===== src/rtl/stack_rpn_ctrl_if.sv =====
// rtl/stack_rpn_ctrl_if.sv - command/result bus between a command source and stack_rpn_ctrl
// Ports (signals):
//   cmd_valid/cmd_ready/cmd_op/cmd_data : command handshake, master -> controller
//   res_valid/res_data                  : completion pulse and result, controller -> master
//   err                                 : rejection pulse, controller -> master
interface stack_rpn_ctrl_if #(
  parameter int DATA_WIDTH = 8
);
  logic                  cmd_valid;
  logic                  cmd_ready;
  logic [2:0]            cmd_op;
  logic [DATA_WIDTH-1:0] cmd_data;
  logic                  res_valid;
  logic [DATA_WIDTH-1:0] res_data;
  logic                  err;

  modport master (
    output cmd_valid, cmd_op, cmd_data,
    input  cmd_ready, res_valid, res_data, err
  );

  modport slave (
    input  cmd_valid, cmd_op, cmd_data,
    output cmd_ready, res_valid, res_data, err
  );
endinterface


===== src/rtl/stack_rpn_ctrl.sv =====
// rtl/stack_rpn_ctrl.sv - RPN command sequencer, sole master of the LIFO stack
// Ports:
//   clk, rst            : clock (rising edge), asynchronous active-low reset
//   cmd (slave modport) : command handshake in, result/err pulses out
//   depth               : current stack occupancy tracked locally
//   stk_push/stk_pop    : stack strobes, never both high
//   stk_wdata           : push data, zero when not pushing
//   stk_rdata           : stack read data, valid the cycle after stk_pop
module stack_rpn_ctrl #(
  parameter int DATA_WIDTH  = 8,
  parameter int STACK_DEPTH = 3
) (
  input  logic                               clk,
  input  logic                               rst,
  stack_rpn_ctrl_if.slave                    cmd,
  output logic [$clog2(STACK_DEPTH+1)-1:0]   depth,
  output logic                               stk_push,
  output logic                               stk_pop,
  output logic [DATA_WIDTH-1:0]              stk_wdata,
  input  logic [DATA_WIDTH-1:0]              stk_rdata
);

  localparam int DEPTH_W = $clog2(STACK_DEPTH+1);
  localparam logic [DEPTH_W-1:0] DEPTH_MAX = DEPTH_W'(STACK_DEPTH);

  typedef enum logic [3:0] {
    S_IDLE, S_ERR, S_PUSH_I, S_POP_B, S_WAIT_B,
    S_POP_A, S_WAIT_A, S_PUSH_R, S_PUSH_D, S_DONE
  } state_t;

  typedef enum logic [2:0] {
    OP_PUSH = 3'b000, OP_POP, OP_ADD, OP_SUB, OP_AND, OP_OR, OP_XOR, OP_DUP
  } op_t;

  state_t                state_q, state_d;
  op_t                   op_q, op_d;
  logic [DATA_WIDTH-1:0] imm_q, imm_d;
  logic [DATA_WIDTH-1:0] opa_q, opa_d;
  logic [DATA_WIDTH-1:0] opb_q, opb_d;
  logic [DATA_WIDTH-1:0] res_q, res_d;
  logic [DEPTH_W-1:0]    depth_q, depth_d;
  logic                  legal;
  logic [DATA_WIDTH-1:0] alu;
  op_t                   new_op;

  always_ff @(posedge clk or negedge rst) begin
    if (!rst) begin
      state_q <= S_IDLE;
      op_q    <= OP_PUSH;
      imm_q   <= '0;
      opa_q   <= '0;
      opb_q   <= '0;
      res_q   <= '0;
      depth_q <= '0;
    end else begin
      state_q <= state_d;
      op_q    <= op_d;
      imm_q   <= imm_d;
      opa_q   <= opa_d;
      opb_q   <= opb_d;
      res_q   <= res_d;
      depth_q <= depth_d;
    end
  end

  // Legality of the offered command, judged only from the local occupancy count.
  always_comb begin
    new_op = op_t'(cmd.cmd_op);
    legal  = 1'b0;
    case (new_op)
      OP_PUSH: legal = (depth_q < DEPTH_MAX);
      OP_POP:  legal = (depth_q >= DEPTH_W'(1));
      OP_DUP:  legal = (depth_q >= DEPTH_W'(1)) && (depth_q < DEPTH_MAX);
      default: legal = (depth_q >= DEPTH_W'(2));
    endcase
  end

  // B is the former top entry, A the one beneath it; DUP reuses B unchanged.
  always_comb begin
    alu = opb_q;
    case (op_q)
      OP_ADD:  alu = opa_q + opb_q;
      OP_SUB:  alu = opa_q - opb_q;
      OP_AND:  alu = opa_q & opb_q;
      OP_OR:   alu = opa_q | opb_q;
      OP_XOR:  alu = opa_q ^ opb_q;
      default: alu = opb_q;
    endcase
  end

  // Moore outputs
  always_comb begin
    cmd.cmd_ready = (state_q == S_IDLE);
    cmd.res_valid = (state_q == S_DONE);
    cmd.err       = (state_q == S_ERR);
    cmd.res_data  = res_q;
    depth         = depth_q;
    stk_push      = (state_q == S_PUSH_I) || (state_q == S_PUSH_R) || (state_q == S_PUSH_D);
    stk_pop       = (state_q == S_POP_B) || (state_q == S_POP_A);
    stk_wdata     = '0;
    case (state_q)
      S_PUSH_I: stk_wdata = imm_q;
      S_PUSH_R: stk_wdata = alu;
      S_PUSH_D: stk_wdata = opb_q;
      default:  stk_wdata = '0;
    endcase
  end

  always_comb begin
    state_d = state_q;
    op_d    = op_q;
    imm_d   = imm_q;
    opa_d   = opa_q;
    opb_d   = opb_q;
    res_d   = res_q;
    depth_d = depth_q;

    if (stk_push)     depth_d = depth_q + DEPTH_W'(1);
    else if (stk_pop) depth_d = depth_q - DEPTH_W'(1);

    case (state_q)
      S_IDLE: begin
        if (cmd.cmd_valid) begin
          op_d  = new_op;
          imm_d = cmd.cmd_data;
          if (!legal)                state_d = S_ERR;
          else if (new_op == OP_PUSH) state_d = S_PUSH_I;
          else                       state_d = S_POP_B;
        end
      end
      S_ERR:    state_d = S_IDLE;
      S_PUSH_I: begin
        res_d   = imm_q;
        state_d = S_DONE;
      end
      S_POP_B:  state_d = S_WAIT_B;
      S_WAIT_B: begin
        // Stack read data becomes valid here, one cycle after the pop strobe.
        opb_d = stk_rdata;
        if (op_q == OP_POP) begin
          res_d   = stk_rdata;
          state_d = S_DONE;
        end else if (op_q == OP_DUP) begin
          state_d = S_PUSH_R;
        end else begin
          state_d = S_POP_A;
        end
      end
      S_POP_A:  state_d = S_WAIT_A;
      S_WAIT_A: begin
        opa_d   = stk_rdata;
        state_d = S_PUSH_R;
      end
      S_PUSH_R: begin
        if (op_q == OP_DUP) begin
          state_d = S_PUSH_D;
        end else begin
          res_d   = alu;
          state_d = S_DONE;
        end
      end
      S_PUSH_D: begin
        res_d   = opb_q;
        state_d = S_DONE;
      end
      S_DONE:   state_d = S_IDLE;
      default:  state_d = S_IDLE;
    endcase
  end

endmodule


===== src/flat_wrapper.sv =====
// flat-port wrapper written by rule: the top's interface ports become plain ports
module stack_rpn_ctrl_flat 
#(
  parameter int DATA_WIDTH  = 8,
  parameter int STACK_DEPTH = 3
)
  (clk, rst, depth, stk_push, stk_pop, stk_wdata, stk_rdata, cmd_cmd_valid, cmd_cmd_op, cmd_cmd_data, cmd_cmd_ready, cmd_res_valid, cmd_res_data, cmd_err);
  stack_rpn_ctrl_if #(.DATA_WIDTH(DATA_WIDTH)) cmd_i ();
  input  logic clk;
  input  logic rst;
  output logic [$clog2(STACK_DEPTH+1)-1:0] depth;
  output logic stk_push;
  output logic stk_pop;
  output logic [DATA_WIDTH-1:0] stk_wdata;
  input  logic [DATA_WIDTH-1:0] stk_rdata;
  input wire logic [$bits(cmd_i.cmd_valid)-1:0] cmd_cmd_valid;
  input wire logic [$bits(cmd_i.cmd_op)-1:0] cmd_cmd_op;
  input wire logic [$bits(cmd_i.cmd_data)-1:0] cmd_cmd_data;
  output wire logic [$bits(cmd_i.cmd_ready)-1:0] cmd_cmd_ready;
  output wire logic [$bits(cmd_i.res_valid)-1:0] cmd_res_valid;
  output wire logic [$bits(cmd_i.res_data)-1:0] cmd_res_data;
  output wire logic [$bits(cmd_i.err)-1:0] cmd_err;
  assign cmd_i.cmd_valid = cmd_cmd_valid;
  assign cmd_i.cmd_op = cmd_cmd_op;
  assign cmd_i.cmd_data = cmd_cmd_data;
  assign cmd_cmd_ready = cmd_i.cmd_ready;
  assign cmd_res_valid = cmd_i.res_valid;
  assign cmd_res_data = cmd_i.res_data;
  assign cmd_err = cmd_i.err;
  stack_rpn_ctrl #(.DATA_WIDTH(DATA_WIDTH), .STACK_DEPTH(STACK_DEPTH)) u_core (.clk(clk), .rst(rst), .cmd(cmd_i), .depth(depth), .stk_push(stk_push), .stk_pop(stk_pop), .stk_wdata(stk_wdata), .stk_rdata(stk_rdata));
endmodule

===== config.mk =====
export PLATFORM = sky130hd
export DESIGN_NAME = stack_rpn_ctrl_flat
export DESIGN_NICKNAME = d
export VERILOG_FILES = /design/src/rtl/stack_rpn_ctrl_if.sv /design/src/rtl/stack_rpn_ctrl.sv /design/src/flat_wrapper.sv
export SDC_FILE = /design/constraint.sdc
export NUM_CORES = 1
export LEC_CHECK = 0
export BUFFER_PORTS_ARGS = -buffer_cell sky130_fd_sc_hd__buf_2
export CAP_MARGIN = 20
export CORE_ASPECT_RATIO = 0.75
export CORE_MARGIN = 5
export CORE_UTILIZATION = 55
export DETAILED_ROUTE_END_ITERATION = 16
export PLACE_DENSITY = 0.77
export REMOVE_ABC_BUFFERS = 1
export SYNTH_ARGS = -nofsm -noshare
export SYNTH_HDL_FRONTEND = slang
export SYNTH_SLANG_ARGS = --single-unit

===== constraint.sdc =====
create_clock -name clk -period 6.85 [get_ports clk]
set_input_delay 1.0275 -clock clk [delete_from_list [all_inputs] [get_ports clk]]
set_output_delay 1.0275 -clock clk [all_outputs]
set_load 0.005 [all_outputs]

==> Word-level counts from Yosys, hierarchy flattened <==
Index checks and enable logic that the tools add are counted.
{ "word_totals": {"mem_bits_ro": 0, "memories": 0, "ramBits": 0, "out_inout_bits": 23, "wordCells": 64, "in_bits": 22, "register_bits": 41, "latch_bits": 0} }
{ "op_classes": {"reduce_logical": 11, "shift": 0, "n_div": 0, "n_bitwise": 3, "mul": 0, "magnitude_cmp": 3, "add_sub_neg": 4, "mux": 15, "eq_ne": 21} }
{ "ops": {"columns": ["operator", "count"], "rows": [
  ["8-bit one-hot mux with 5 select lines", 1],
  ["8-bit one-hot mux with 4 select lines", 1],
  ["4-bit one-hot mux with 7 select lines", 1],
  ["8-bit one-hot mux with 3 select lines", 1],
  ["4-bit by 3-bit equality test with 1-bit output (second input constant)", 4],
  ["8-bit 2-to-1 mux", 2],
  ["3-bit equality test (second input constant)", 5],
  ["4-bit 2-to-1 mux", 3],
  ["8-bit adder", 1],
  ["8-bit AND", 1],
  ["4-bit by 2-bit equality test with 1-bit output (second input constant)", 2],
  ["4-bit equality test (second input constant)", 2],
  ["8-bit OR", 1],
  ["8-bit subtractor", 1],
  ["8-bit XOR", 1],
  ["3-bit by 1-bit equality test with 1-bit output (second input constant)", 2],
  ["3-bit by 2-bit equality test with 1-bit output (second input constant)", 2],
  ["2-bit 2-to-1 mux", 3],
  ["4-bit by 1-bit equality test with 1-bit output (second input constant)", 1],
  ["4-bit logical NOT", 1],
  ["2-bit != test (second input constant)", 2],
  ["4-bit nonzero test", 1],
  ["3-bit logical NOT", 1],
  ["1-bit logical OR", 3],
  ["13 further kinds", 14]
]} }

==> Longest topological paths before layout <==
{ "logic_depth": {"word_depth": 6, "depth_mapped": 12, "ltp_nobuf": 12} }

==> Worst setup path after synthesis <==
Ideal clock, no wire load.
{ "synth_timing": {"path_kind": "register to output", "startpoint": "register u_core.op_q[2]", "endpoint": "output port stk_wdata[4]", "required_ns": 5.822, "path_buffers": 1, "stages_incl_launch_ff": 11, "arrival_time_ns": 2.304, "path_slack_ns": 3.519, "path_cell_list": "dfrtp_1 -> and3b_1 -> buf_2 -> mux2i_1 -> fa_1 -> a211oi_1 -> o21bai_1 -> a22oi_1 -> o21ai_0 -> a21oi_1 -> nand2_1"} }
{ "synth_between": {"elab_chain_cells": 3, "word_cells_on_any_way": 7, "classes_between": "eq/ne (5); mux (2)"} }
{ "synth_rtl": {"columns": ["element", "line", "source"], "rows": [
  ["from (decl)", "stack_rpn_ctrl.sv:36", "op_t op_q, op_d;"],
  ["from (signal assigned)", "stack_rpn_ctrl.sv:57", "op_q <= op_d;"],
  ["3-bit equality test or 3-bit by 2-bit equality test with 1-bit output (tied branches)", "stack_rpn_ctrl.sv:81", "case (op_q)"],
  ["8-bit one-hot mux with 5 select lines (*)", "stack_rpn_ctrl.sv:81", null],
  ["8-bit one-hot mux with 3 select lines (*)", "stack_rpn_ctrl.sv:101", "case (state_q)"],
  ["to (decl)", "flat_wrapper.sv:14", "output logic [DATA_WIDTH-1:0] stk_wdata;"]
]} }
Every way passes the cells marked *; elsewhere a longest branch is shown, timed or not.

==> Worst setup path after layout <==
{ "layout_timing": {"startpoint": "register u_core.op_q[0]", "endpoint": "output port stk_wdata[4]"} }
The elaborated chain is that of the path after synthesis.

==> summary.md <==
| Metric | Value |
|---|---|
| Vias | `2741` |
| DRT Wirelength | `7860 µm` |
| DR vias/cell | `5.81` |
| Clock latency on the worst-skew pair | `0.30 ns` |
| Drt drc | `0` |
| Setup violations, final | `0` |
| Worst-Margin Slew | `0.924 ns` |
| Setup TNS | `0 ns` |
| Dominant cell type by area after synthesis | `dfrtp_1` |
| Seq cells post-synth | `41` |
| Clk buf depth | `2` |
| Top cells by area, synth | `dfrtp_1 (34%), ha_1 (11%), o21ai_0 (6.4%)` |
| Slew margin rel. | `38.4%` |
| Num Clock Sinks | `41` |
| First-pass GRT wire length | `13100 µm` |
| Worst hold path class | `reg -> reg` |
| Synth-to-Final Area Change | `12.3%` |
| Vias in the first global route | `2560` |
| Fin crit share | `66.8%` |
| Sw Pwr | `881 µW` |
| Power Dens Cells | `547 nW/µm²` |
| Peak Freq | `219 MHz` |
| Mapped Area | `3050 µm²` |
| Ratio of cells with drive above 1 in the final layout | `18.9%` |
| Die area | `7140 µm²` |
| DP Worst Slack | `2.71 ns` |
| Pleak | `1.59 nW` |
| # diodes | `0` |
| Critical path arrival | `3.55 ns` |
| Mapped Cells | `358` |
| Worst Setup End Kind | `output pin` |
| Post-layout util | `63.9%` |
| Initial antenna violation count | `0` |
| Congestion Overflow GR | `0` |
| Post-synth top area share | `33.7%` |
| Final hold vios | `0` |
| Outcome | `finished, final reports clean` |
| Storage cell area | `1030 µm²` |
| Fin Clk Skew | `0.00592 ns` |
| CP max FO | `23` |
| Synth unique cells | `48` |
| I/O pin count | `45` |
| VDD IR max | `213 µV` |
| GP Congestion | `0.946` |
| H-tree Lvls | `2` |
| RSZ-0062 raised after global routing | `false` |
| Setup CP Type | `reg -> out` |
| Ys async rst share | `100%` |
| Max cap viols | `0` |
| Clock power share | `10.6%` |
| WL per Instance | `16.7 µm` |
| Yosys Warn Count | `0` |
| Iter 0 DRT Violations | `289` |
| Largest net degree at the start of global routing | `42` |
| Final hold slack | `0.542 ns` |
| Total CTS buffers | `5` |
| WP data required | `5.82 ns` |
| Sw Ratio | `47.1%` |
| Hold buffers post-CTS | `0` |
| Post-synth EDFFs | `0` |
| Filler instances | `476` |
| Post-route ant nets | `0` |
| Post-synthesis sequential area ratio | `33.7%` |
| Post-CTS Setup Bufs | `0` |
| Post-CTS resize count | `0` |
| Power, Total | `1.87 mW` |
| CP startpoint kind | `flop` |
| Final net count | `446` |
| Std-Cell Rows | `23` |
| Pint | `989 µW` |
| Sequential share of power | `29.5%` |
| Die width | `95.9 µm` |
| Port bufs | `44` |
| Drt pass-1 iters | `5` |
| Clock transition at path regs | `0.08 ns` |
| Mean post-synth cell area | `8.51 µm²` |
| Post-layout worst setup margin | `2.27 ns` |
| Hpwl dp | `5840 µm` |
| Die H | `74.5 µm` |
| Core Footprint | `5350 µm²` |
| Max Slew Vio Count | `0` |
| Multi-input logic area | `1870 µm²` |
| Combinational share of power | `59.8%` |
| CTS tree | `built` |
| Fin crit period | `4.58 ns` |
| Ys flop type | `dfrtp_1` |
| Starting Density | `56.9%` |
| GR Util All Layers | `23.9%` |
| CTS Root Cell | `clkbuf_8` |
==> power groups by stage <==
stage | logic [mW] | clock network (mW) | registers [mW]
3_5_place_dp | 1.10 | 0 | 0.548
2_1_floorplan | 0.845 | 0 | 0.499
3_3_place_gp | 1.08 | 0 | 0.546
5_1_grt | 1.26 | 0.210 | 0.576
4_1_cts | 1.10 | 0.204 | 0.547
6_report | 1.12 | 0.199 | 0.552
==> metrics by stage <==
stage	cell area (µm²)	instances
after floorplan	2970	343
after global placement	3290	462
after detailed placement	3290	462
after CTS	3400	470
after global routing	3420	472
final	3420	472
==> area by class of cell <==
class / count / share of cell area (%)
clock buffer: 6 / 2.12
clock inverter: 2 / 1.13
inverter: 20 / 2.19
multi-input combinational: 282 / 54.7
sequential: 41 / 30.0
tap: 75 / 2.74
timing repair buffer: 46 / 7.10
==> synthesized netlist by cell type (all sizes together), types with 2 or more instances <==
library cell and number:
a21o 2, a22oi 4, o21bai 2, and3b 2, nor3 9, ha 27, a31oi 5, mux2i 3
a2bb2oi 3, nand2b 5, o31ai 3, a211oi 3, a21oi 20, o21a 4, xor2 3, clkbuf 4
dfrtp 41, mux2 13, o21ai 40, o22ai 3, inv 20, and2 3, a221oi 2, nand3 4
buf 11, xnor2 11, nor2b 6, nor2 36, nand2 52, a41oi 8
==> final timing paths <==
kind | startpoint | to | slack (ns) | depth (start not counted)
max | u_core.op_q[0] | stk_wdata[4] | 2.27 | 10
min | u_core.imm_q[6] | u_core.imm_q[6] | 0.54 | 1
min reg2reg | u_core.imm_q[6] | u_core.imm_q[6] | 0.54 | 1
max reg2reg | u_core.op_q[0] | u_core.cmd.res_data[4] | 3.53 | 9
min in group asynchronous | rst | u_core.opa_q[4] | 0.86 | 1
max in group asynchronous | rst | u_core.opb_q[7] | 5.42 | 1
==> flip-flops by register name, indices dropped and copies added, names as in the netlist <==
| register | cells |
|---|---|
| u_core.opb_q | 8 |
| u_core.op_q | 3 |
| u_core.state_q | 4 |
| u_core.depth | 2 |
| u_core.cmd.res_data | 8 |
| u_core.imm_q | 8 |
| u_core.opa_q | 8 |
==> cells by family (layout without fill, tap and decap cells) <==
family | count (synthesis) | in the layout | synth area share (%)
flops | 41 | 41 | 33.7
buf+inv | 35 | 74 | 4.89
fa+ha+maj | 28 | 28 | 11.7
xor+xnor | 14 | 14 | 4.02
compound gates | 103 | 103 | 21.8
simple gates | 121 | 121 | 18.0
mux | 16 | 16 | 5.79
==> worst max-delay path, cell delays in order, from the launching register on <==
cell      delay (ns)
dfrtp_1         0.81
and3b_1         0.43
mux2i_1         0.17
fa_1            0.46
a211oi_1        0.42
o21bai_1        0.14
a22oi_1         0.28
o21ai_0         0.12
a21oi_1         0.21
nand2_1         0.08
buf_2           0.13
==> placed cells by master (no fill, tap or decap), types with 5 or more instances in the layout <==
cell	instances
a21oi_1	19
nand2b_1	5
inv_1	19
xnor2_1	11
clkbuf_8	5
nor2b_1	6
buf_2	44
nor3_1	6
nor2_1	36
dfrtp_1	41
nand2_1	52
ha_1	27
mux2_2	13
o21ai_0	39
a41oi_1	7
==> metal layers <==
metal	track usage, %	up-vias	wire, µm
met3	4.04	5	776
li1	-	1332	-
met1	37.8	1276	3830
met4	5.68	0	47
met5	0	-	0
met2	33.7	128	3210
Power figures use the tool's default switching activity.
